--- src/rtl/l1d_evict_buf_if.sv ---
// Evict-beat ingress, write-back egress, credit/done return and error flags of l1d_evict_buf.
// master drives beats and downstream ready; slave is the buffer.
interface l1d_evict_buf_if #(
    parameter int DATA_WIDTH   = 256,
    parameter int TAG_WIDTH    = 20,
    parameter int INDEX_WIDTH  = 6,
    parameter int OFFSET_WIDTH = 1,
    parameter int ID_WIDTH     = 5
);
    logic                    in_vld;
    logic [TAG_WIDTH-1:0]    in_tag;
    logic [INDEX_WIDTH-1:0]  in_index;
    logic [OFFSET_WIDTH-1:0] in_offset;
    logic [DATA_WIDTH-1:0]   in_data;
    logic                    in_last;
    logic [ID_WIDTH-1:0]     in_evict_id;
    logic                    credit_ret;
    logic                    out_vld;
    logic                    out_rdy;
    logic [TAG_WIDTH-1:0]    out_tag;
    logic [INDEX_WIDTH-1:0]  out_index;
    logic [OFFSET_WIDTH-1:0] out_offset;
    logic [DATA_WIDTH-1:0]   out_data;
    logic                    out_last;
    logic [ID_WIDTH-1:0]     out_evict_id;
    logic                    done_vld;
    logic [ID_WIDTH-1:0]     done_id;
    logic                    err_overflow;
    logic                    err_protocol;

    modport master (
        output in_vld, in_tag, in_index, in_offset, in_data, in_last, in_evict_id, out_rdy,
        input  credit_ret, out_vld, out_tag, out_index, out_offset, out_data, out_last,
               out_evict_id, done_vld, done_id, err_overflow, err_protocol
    );

    modport slave (
        input  in_vld, in_tag, in_index, in_offset, in_data, in_last, in_evict_id, out_rdy,
        output credit_ret, out_vld, out_tag, out_index, out_offset, out_data, out_last,
               out_evict_id, done_vld, done_id, err_overflow, err_protocol
    );
endinterface

--- src/rtl/l1d_evict_buf.sv ---
// Eviction data buffer: credit-governed beat FIFO between the L1D evict read pipe and the
// write-back channel, draining in store-and-forward or cut-through mode.
module l1d_evict_buf #(
    parameter int DATA_WIDTH   = 256,
    parameter int TAG_WIDTH    = 20,
    parameter int INDEX_WIDTH  = 6,
    parameter int OFFSET_WIDTH = 1,
    parameter int ID_WIDTH     = 5,
    parameter int LINE_NUM     = 2,
    parameter int CUT_THROUGH  = 0
) (
    input logic            clk,
    input logic            rst_n,
    l1d_evict_buf_if.slave bus
);
    localparam int BEATS = 1 << OFFSET_WIDTH;
    localparam int DEPTH = LINE_NUM * BEATS;
    localparam int PTR_W = (DEPTH > 1) ? $clog2(DEPTH) : 1;
    localparam int CNT_W = $clog2(DEPTH + 1);
    localparam int ENT_W = TAG_WIDTH + INDEX_WIDTH + OFFSET_WIDTH + DATA_WIDTH + 1 + ID_WIDTH;

    logic [ENT_W-1:0]        mem [DEPTH];
    logic [PTR_W-1:0]        wr_ptr;
    logic [PTR_W-1:0]        rd_ptr;
    logic [CNT_W-1:0]        count;
    logic [CNT_W-1:0]        full_lines;
    logic [OFFSET_WIDTH-1:0] beat_cnt;
    logic [ENT_W-1:0]        head;
    logic                    head_last;
    logic [ID_WIDTH-1:0]     head_id;
    logic                    push;
    logic                    pop;
    logic                    out_vld_c;
    logic                    beat_final;
    logic                    line_inc;
    logic                    line_dec;

    function automatic logic [PTR_W-1:0] ptr_inc(input logic [PTR_W-1:0] p);
        return (p == PTR_W'(DEPTH - 1)) ? '0 : p + 1'b1;
    endfunction

    // Fullness uses the occupancy before this cycle's pop, so a pop never frees a slot early.
    assign push       = bus.in_vld && (count != CNT_W'(DEPTH));
    assign beat_final = (beat_cnt == OFFSET_WIDTH'(BEATS - 1));
    assign head       = mem[rd_ptr];
    assign head_last  = head[ID_WIDTH];
    assign head_id    = head[ID_WIDTH-1:0];

    // full_lines counts stored last beats, so store-and-forward only drains complete lines.
    assign out_vld_c  = (count != '0) && ((CUT_THROUGH != 0) || (full_lines != '0));
    assign pop        = out_vld_c && bus.out_rdy;
    assign line_inc   = push && bus.in_last;
    assign line_dec   = pop && head_last;

    assign bus.out_vld = out_vld_c;
    assign {bus.out_tag, bus.out_index, bus.out_offset, bus.out_data,
            bus.out_last, bus.out_evict_id} = head;

    always_ff @(posedge clk) begin
        if (push) begin
            mem[wr_ptr] <= {bus.in_tag, bus.in_index, bus.in_offset, bus.in_data,
                            bus.in_last, bus.in_evict_id};
        end
    end

    always_ff @(posedge clk or negedge rst_n) begin
        if (!rst_n) begin
            wr_ptr           <= '0;
            rd_ptr           <= '0;
            count            <= '0;
            full_lines       <= '0;
            beat_cnt         <= '0;
            bus.credit_ret   <= 1'b0;
            bus.done_vld     <= 1'b0;
            bus.done_id      <= '0;
            bus.err_overflow <= 1'b0;
            bus.err_protocol <= 1'b0;
        end else begin
            if (push) begin
                wr_ptr   <= ptr_inc(wr_ptr);
                beat_cnt <= (bus.in_last || beat_final) ? '0 : beat_cnt + 1'b1;
                if (bus.in_last != beat_final) begin
                    bus.err_protocol <= 1'b1;
                end
            end
            if (bus.in_vld && !push) begin
                bus.err_overflow <= 1'b1;
            end
            if (pop) begin
                rd_ptr <= ptr_inc(rd_ptr);
            end
            if (push && !pop) begin
                count <= count + 1'b1;
            end else if (!push && pop) begin
                count <= count - 1'b1;
            end
            if (line_inc && !line_dec) begin
                full_lines <= full_lines + 1'b1;
            end else if (!line_inc && line_dec) begin
                full_lines <= full_lines - 1'b1;
            end
            // Return path: one cycle after the handshake that freed the slot.
            bus.credit_ret <= pop;
            bus.done_vld   <= line_dec;
            if (line_dec) begin
                bus.done_id <= head_id;
            end
        end
    end
endmodule

--- src/flat_wrapper.sv ---
// flat-port wrapper written by rule: the top's interface ports become plain ports
module l1d_evict_buf_flat 
#(
    parameter int DATA_WIDTH   = 256,
    parameter int TAG_WIDTH    = 20,
    parameter int INDEX_WIDTH  = 6,
    parameter int OFFSET_WIDTH = 1,
    parameter int ID_WIDTH     = 5,
    parameter int LINE_NUM     = 2,
    parameter int CUT_THROUGH  = 0
)
  (clk, rst_n, bus_in_vld, bus_in_tag, bus_in_index, bus_in_offset, bus_in_data, bus_in_last, bus_in_evict_id, bus_out_rdy, bus_credit_ret, bus_out_vld, bus_out_tag, bus_out_index, bus_out_offset, bus_out_data, bus_out_last, bus_out_evict_id, bus_done_vld, bus_done_id, bus_err_overflow, bus_err_protocol);
  l1d_evict_buf_if #(.DATA_WIDTH(DATA_WIDTH), .TAG_WIDTH(TAG_WIDTH), .INDEX_WIDTH(INDEX_WIDTH), .OFFSET_WIDTH(OFFSET_WIDTH), .ID_WIDTH(ID_WIDTH)) bus_i ();
  input logic clk;
  input logic rst_n;
  input wire logic [$bits(bus_i.in_vld)-1:0] bus_in_vld;
  input wire logic [$bits(bus_i.in_tag)-1:0] bus_in_tag;
  input wire logic [$bits(bus_i.in_index)-1:0] bus_in_index;
  input wire logic [$bits(bus_i.in_offset)-1:0] bus_in_offset;
  input wire logic [$bits(bus_i.in_data)-1:0] bus_in_data;
  input wire logic [$bits(bus_i.in_last)-1:0] bus_in_last;
  input wire logic [$bits(bus_i.in_evict_id)-1:0] bus_in_evict_id;
  input wire logic [$bits(bus_i.out_rdy)-1:0] bus_out_rdy;
  output wire logic [$bits(bus_i.credit_ret)-1:0] bus_credit_ret;
  output wire logic [$bits(bus_i.out_vld)-1:0] bus_out_vld;
  output wire logic [$bits(bus_i.out_tag)-1:0] bus_out_tag;
  output wire logic [$bits(bus_i.out_index)-1:0] bus_out_index;
  output wire logic [$bits(bus_i.out_offset)-1:0] bus_out_offset;
  output wire logic [$bits(bus_i.out_data)-1:0] bus_out_data;
  output wire logic [$bits(bus_i.out_last)-1:0] bus_out_last;
  output wire logic [$bits(bus_i.out_evict_id)-1:0] bus_out_evict_id;
  output wire logic [$bits(bus_i.done_vld)-1:0] bus_done_vld;
  output wire logic [$bits(bus_i.done_id)-1:0] bus_done_id;
  output wire logic [$bits(bus_i.err_overflow)-1:0] bus_err_overflow;
  output wire logic [$bits(bus_i.err_protocol)-1:0] bus_err_protocol;
  assign bus_i.in_vld = bus_in_vld;
  assign bus_i.in_tag = bus_in_tag;
  assign bus_i.in_index = bus_in_index;
  assign bus_i.in_offset = bus_in_offset;
  assign bus_i.in_data = bus_in_data;
  assign bus_i.in_last = bus_in_last;
  assign bus_i.in_evict_id = bus_in_evict_id;
  assign bus_i.out_rdy = bus_out_rdy;
  assign bus_credit_ret = bus_i.credit_ret;
  assign bus_out_vld = bus_i.out_vld;
  assign bus_out_tag = bus_i.out_tag;
  assign bus_out_index = bus_i.out_index;
  assign bus_out_offset = bus_i.out_offset;
  assign bus_out_data = bus_i.out_data;
  assign bus_out_last = bus_i.out_last;
  assign bus_out_evict_id = bus_i.out_evict_id;
  assign bus_done_vld = bus_i.done_vld;
  assign bus_done_id = bus_i.done_id;
  assign bus_err_overflow = bus_i.err_overflow;
  assign bus_err_protocol = bus_i.err_protocol;
  l1d_evict_buf #(.DATA_WIDTH(DATA_WIDTH), .TAG_WIDTH(TAG_WIDTH), .INDEX_WIDTH(INDEX_WIDTH), .OFFSET_WIDTH(OFFSET_WIDTH), .ID_WIDTH(ID_WIDTH), .LINE_NUM(LINE_NUM), .CUT_THROUGH(CUT_THROUGH)) u_core (.clk(clk), .rst_n(rst_n), .bus(bus_i));
endmodule
--- config.mk ---
export PLATFORM = sky130hd
export DESIGN_NAME = l1d_evict_buf_flat
export DESIGN_NICKNAME = d
export VERILOG_FILES = /design/src/rtl/l1d_evict_buf_if.sv /design/src/rtl/l1d_evict_buf.sv /design/src/flat_wrapper.sv
export SDC_FILE = /design/constraint.sdc
export NUM_CORES = 1
export LEC_CHECK = 0
export CELL_PAD_IN_SITES_DETAIL_PLACEMENT = 1
export CELL_PAD_IN_SITES_GLOBAL_PLACEMENT = 1
export CORE_MARGIN = 2
export CORE_UTILIZATION = 34
export DETAILED_ROUTE_END_ITERATION = 8
export MAX_ROUTING_LAYER = met4
export PLACE_DENSITY_LB_ADDON = 0.1
export SETUP_SLACK_MARGIN = 0.5
export SLEW_MARGIN = 10
export SYNTH_ARGS = -nofsm -noshare
export SYNTH_HDL_FRONTEND = slang
export SYNTH_SLANG_ARGS = --single-unit
export TNS_END_PERCENT = 100
--- constraint.sdc ---
create_clock -name clk -period 9.7 [get_ports clk]
set_input_delay 1.94 -clock clk [delete_from_list [all_inputs] [get_ports clk]]
set_output_delay 1.94 -clock clk [all_outputs]
set_load 0.05 [all_outputs]
# Word level (Yosys, flattened, before mapping)

Memory sizes are Yosys's and may differ from the RTL's.
Cells that the tools add are included.
W data, S select, Z words.

Add/subtract/negate cells: 7
Eq/ne operators: 4
Multiplexer cells: 9
Reduce and logical (&&, ||, !) cells: 20

Operators with widths:

| kind                  | number |
|---|---|
| $mux W3               | 4 |
| $logic_and A1 B1 Y1   | 10 |
| $add A3 B1 Y3 const B | 2 |
| $reduce_bool A3 Y1    | 2 |
| $sub A3 B1 Y3 const B | 2 |
| $add A2 B1 Y2 const B | 2 |
| $eq A2 B2 Y1 const B  | 2 |
| $logic_not A1 Y1      | 4 |
| $mux W2               | 2 |
| $reduce_bool A2 Y1    | 2 |
| $mux W1               | 3 |
| $ne A3 B3 Y1 const B  | 1 |
| $reduce_and A2 Y1     | 1 |
| $add A1 B1 Y1 const B | 1 |
| $logic_or A1 B1 Y1    | 1 |
| $ne A1 B1 Y1          | 1 |

Register bits after elaboration: 20
RAM bits: 1156
Output and inout bits: 299
Logic and storage cells: 51
Memories kept: 1

Memory list:

| name       | words | bits a word | read ports | clocked after Yosys merged registers in | write ports | RTL line            | RTL |
|---|---|---|---|---|---|---|---|
| u_core.mem | 4     | 289         | 1          | 0                                       | 1           | l1d_evict_buf.sv:22 | `logic [ENT_W-1:0] mem [DEPTH];` |

# Logic depth before layout (Yosys ltp)

Depth in word-level cells: 7
Gate-level depth with buffers: 9
Depth with buffers taken out: 9

# Least setup slack after synthesis

Ideal clock, no wire load.

Path kind: input -> register
Start point: in bus_in_vld
End point: mem u_core.mem[1][0] (netlist name), enable pin
Data arrival time: 8844 ps
Data required time: 9013 ps
Path slack: 169 ps
Cell stages on the path: 2
Path buffers: 0
Cells stage by stage: a21boi_2 -> and2_1

Longest elaborated chain between the ends: 3

Ends and longest elaborated chain:

| what                          | RTL line            | RTL |
|---|---|---|
| start, declared               | flat_wrapper.sv:16  | `input wire logic [$bits(bus_i.in_vld)-1:0] bus_in_vld;` |
| $logic_and A1 B1 Y1           | l1d_evict_buf.sv:43 | `assign push = bus.in_vld && (count != CNT_W'(DEPTH));` |
| $mux W1                       | l1d_evict_buf.sv:60 | `if (push) begin` |
| $mux W1 (implied by the code) | l1d_evict_buf.sv:61 | `mem[wr_ptr] <= {bus.in_tag, bus.in_index, bus.in_offset, bus.in_data,` |
| end, declared                 | l1d_evict_buf.sv:22 |  |

Every way passes these cells.

# Worst setup path in the final report

Start point: reg u_core.rd_ptr[1]
End point: out bus_out_last

Longest elaborated chain between the ends: 1

Ends and longest elaborated chain:

| what                   | RTL line            | RTL |
|---|---|---|
| start, declared        | l1d_evict_buf.sv:24 | `logic [PTR_W-1:0] rd_ptr;` |
| start signal, assigned | l1d_evict_buf.sv:90 | `rd_ptr <= ptr_inc(rd_ptr);` |
| $mem_v2 Z4 W289        | n/a                 |  |
| end, declared          | flat_wrapper.sv:30  | `output wire logic [$bits(bus_i.out_last)-1:0] bus_out_last;` |

Every way passes these cells.

==> flow_summary.ini <==
[run_status]
outcome = finished, final reports clean

[pwr]
switching_share_pct = 37.9
pwr-share-comb_pct = 40.5
leakagePower_nw = 17.4
clkPwrFrac_pct = 24.1
p_switching_w = 0.00753
seq_power_share_pct = 35.4
intPower_w = 0.0123
ir_drop_v = 0.000243
total_power_w = 0.0198
pwr_density_cell_mw_per_mm2 = 363

[cells_and_area]
fin_nets = 2569
fillers = 11300
layout-drive-gt1-share_pct = 21.3
design_area_mm2 = 0.0546
syn_to_final_growth_pct = 28.2

[global_route]
grt_max_degree = 135
grt_pass1_vias = 21100
grtUsageTotal_pct = 16.4
grt_antenna_before_repair = 23
grt_pass1_wl_um = 147000
overflow = 0

[floorplan]
ios = 592
die_y_um = 358
initial_core_util_pct = 34.3
die_area_mm2 = 0.128
die_x_um = 358
rows = 129
coreArea_mm2 = 0.124

[worst_setup_path]
arrival_ns = 4.03
required_ns = 7.76
crit_fanout = 60
critical_path.startpoint_type = register
path_class = reg -> out
cp-end-kind = primary output

[detailed_routing]
antenna_left = 0
detail_route.wl_per_cell_um = 25.3
wl_met2_um = 53500
first_iter_violations = 1216
vias = 19100
routed_via_density = 4.74
routed_wl_um = 102000
firstDrtPassIters = 5
highest_layer = met4
remaining_drc_errors = 0
dr_wl_met3_um = 6600
met1Wirelength_um = 39600

[placed_design]
place_ws_ns = 4.40
dp_hpwl_um = 61300
port_buffers = 591
placed_area_mm2 = 0.0504
gp_congestion = 0.712

[yosys]
synth_nets = 1886
synth-seq-area-share_pct = 82.6
ys_seq_elements = 1176
synth_commonest_cells = 1,156 x edfxtp_1, 289 x mux4_2, 29 x buf_2
ys.flop_type = edfxtp_1
ys_types = 23
synth_cells = 1583
synth-edff-count = 1156
synthTopCellsByArea = edfxtp_1 81%, mux4_2 15%, dfrtp_1 1.2%, buf_6 0.42%, buf_2 0.34%
postSynthAreaPerCell_um2 = 26.9
yosysMostFrequentCell = edfxtp_1
synth_warnings = 0
netlist_area_mm2 = 0.0426
synth_top_area_share_pct = 81.4
yosys.area.top_type = edfxtp_1
async_reset_ff_share_pct = 1.70

[clock_network]
cts_resized = 0
cts.sinks = 1176
path_clk_slew_ns = 0.06
cts_tree = yes
cts_max_level = 4
cts_buffers = 133
clockRootBuffer = clkbuf_16
clk_path_buf_depth = 3
ctsHoldBuffers = 0
insertion_delay_ns = 0.76
cts_setup_buffers = 0

[sta]
maxSlewViolCount = 0
tightest_slew_ns = 1.06
setup_violations = 0
finClkSkew_ns = 0.0236
fin_setup_tns_ns = 0
setup_ws_ns = 3.73
hold_viol_final = 0
slew_headroom_pct = 29.5
rsz0062_at_grt = no
fin_crit_ns = 5.97
timing.fmax_ghz = 0.167
post-route-period-util_pct = 61.6

[hold_path]
hold_path.class = reg -> reg

[job]
maxCapViolCount = 0
-- placed cells by master (no fill, tap or decap), drive strengths merged --
cell type / synthesis / routed
bufinv: 0 / 7
and2: 6 / 6
diode: 0 / 22
inv: 8 / 17
edfxtp: 1156 / 1156
mux2: 12 / 12
a31o: 1 / 1
nand4: 1 / 1
a21boi: 1 / 1
clkdlybuf4s50: 0 / 591
dfrtp: 20 / 20
ha: 8 / 8
buf: 54 / 21
xor2: 4 / 4
fa: 2 / 2
nand3: 1 / 1
a21o: 1 / 1
clkbuf: 10 / 171
or3: 2 / 2
clkinv: 0 / 55
mux4: 289 / 289
nor2: 5 / 5
xnor2: 2 / 2
-- critical path: stages, from the launching register on --
cell	delay, ns
dfrtp_4	1.02
buf_4	0.84
mux4_2	0.41
clkdlybuf4s50_1	0.90
-- power by group through the flow --
stage / clock network, W / registers, W / logic [W]
floorplan: 0 / 0.00715 / 0.00550
global placement: 0 / 0.00708 / 0.00825
detailed placement: 0 / 0.00715 / 0.00823
CTS: 0.00493 / 0.00705 / 0.00826
global route: 0.00510 / 0.00712 / 0.00842
finish: 0.00478 / 0.00702 / 0.00803
-- path summary, 6_finish.rpt --
kind                                                     start                                   to  slack, ns  cells past startpoint
min in group asynchronous                                rst_n    u_core.bus.done_id[0]$_DFFE_PN0P_       1.56                      2
max reg2reg                       u_core.rd_ptr[1]$_DFFE_PN0P_     u_core.full_lines[1]$_DFFE_PN0P_       5.47                      7
min                        u_core.bus.err_protocol$_DFFE_PN0P_  u_core.bus.err_protocol$_DFFE_PN0P_       0.47                      1
min reg2reg                u_core.bus.err_protocol$_DFFE_PN0P_  u_core.bus.err_protocol$_DFFE_PN0P_       0.47                      1
max in group asynchronous                                rst_n         u_core.rd_ptr[1]$_DFFE_PN0P_       7.79                      2
max                               u_core.rd_ptr[1]$_DFFE_PN0P_                         bus_out_last       3.73                      3
-- sequential cells by signal, summed over array words and instances (netlist names) --
name,count
u_core.rd_ptr,2
u_core.bus.done_vld,1
u_core.wr_ptr,2
u_core.full_lines,3
u_core.bus.done_id,5
u_core.bus.err_protocol,1
u_core.mem,1156
u_core.beat_cnt,1
u_core.bus.err_overflow,1
u_core.bus.credit_ret,1
u_core.count,3
-- kinds of logic after synthesis --
logic type | after synthesis | synth area share, %
AO/OA/AOI/OAI | 3 | 0.0646
multiplexers | 301 | 15.6
flip-flops | 1176 | 82.6
buffers and inverters | 72 | 1.07
AND/OR/NAND/NOR | 15 | 0.203
XOR/XNOR | 6 | 0.123
adder cells (fa/ha/maj) | 10 | 0.329
-- area by class of cell --
| type | instances | area (um^2) | share of cell area [%] |
|---|---|---|---|
| clock buffers | 171 | 3530 | 6.46 |
| inverters | 8 | 30.0 | 0.0549 |
| clock inverters | 71 | 641 | 1.17 |
| multi-input cells | 335 | 6960 | 12.7 |
| well taps | 1637 | 2050 | 3.75 |
| repair buffers | 612 | 6160 | 11.3 |
| diodes | 22 | 55.1 | 0.101 |
| flip-flops and latches | 1176 | 35200 | 64.5 |
-- routing by layer --
layer,vias up,GRT usage [%]
met5,-,-
met4,0,5.15
met3,143,5.01
met2,497,27.3
met1,10200,19.1
li1,8303,-
-- per-stage QoR --
step,util [%],hold slack (ns),instances
finish,44.0,0.472,4032
floorplan,-,0.434,1583
global placement,40.6,0.448,3768
global route,44.0,0.495,4030
detailed placement,40.6,0.459,3768
CTS,44.0,0.483,4010
Note: power is estimated with default switching activity, not from simulation.
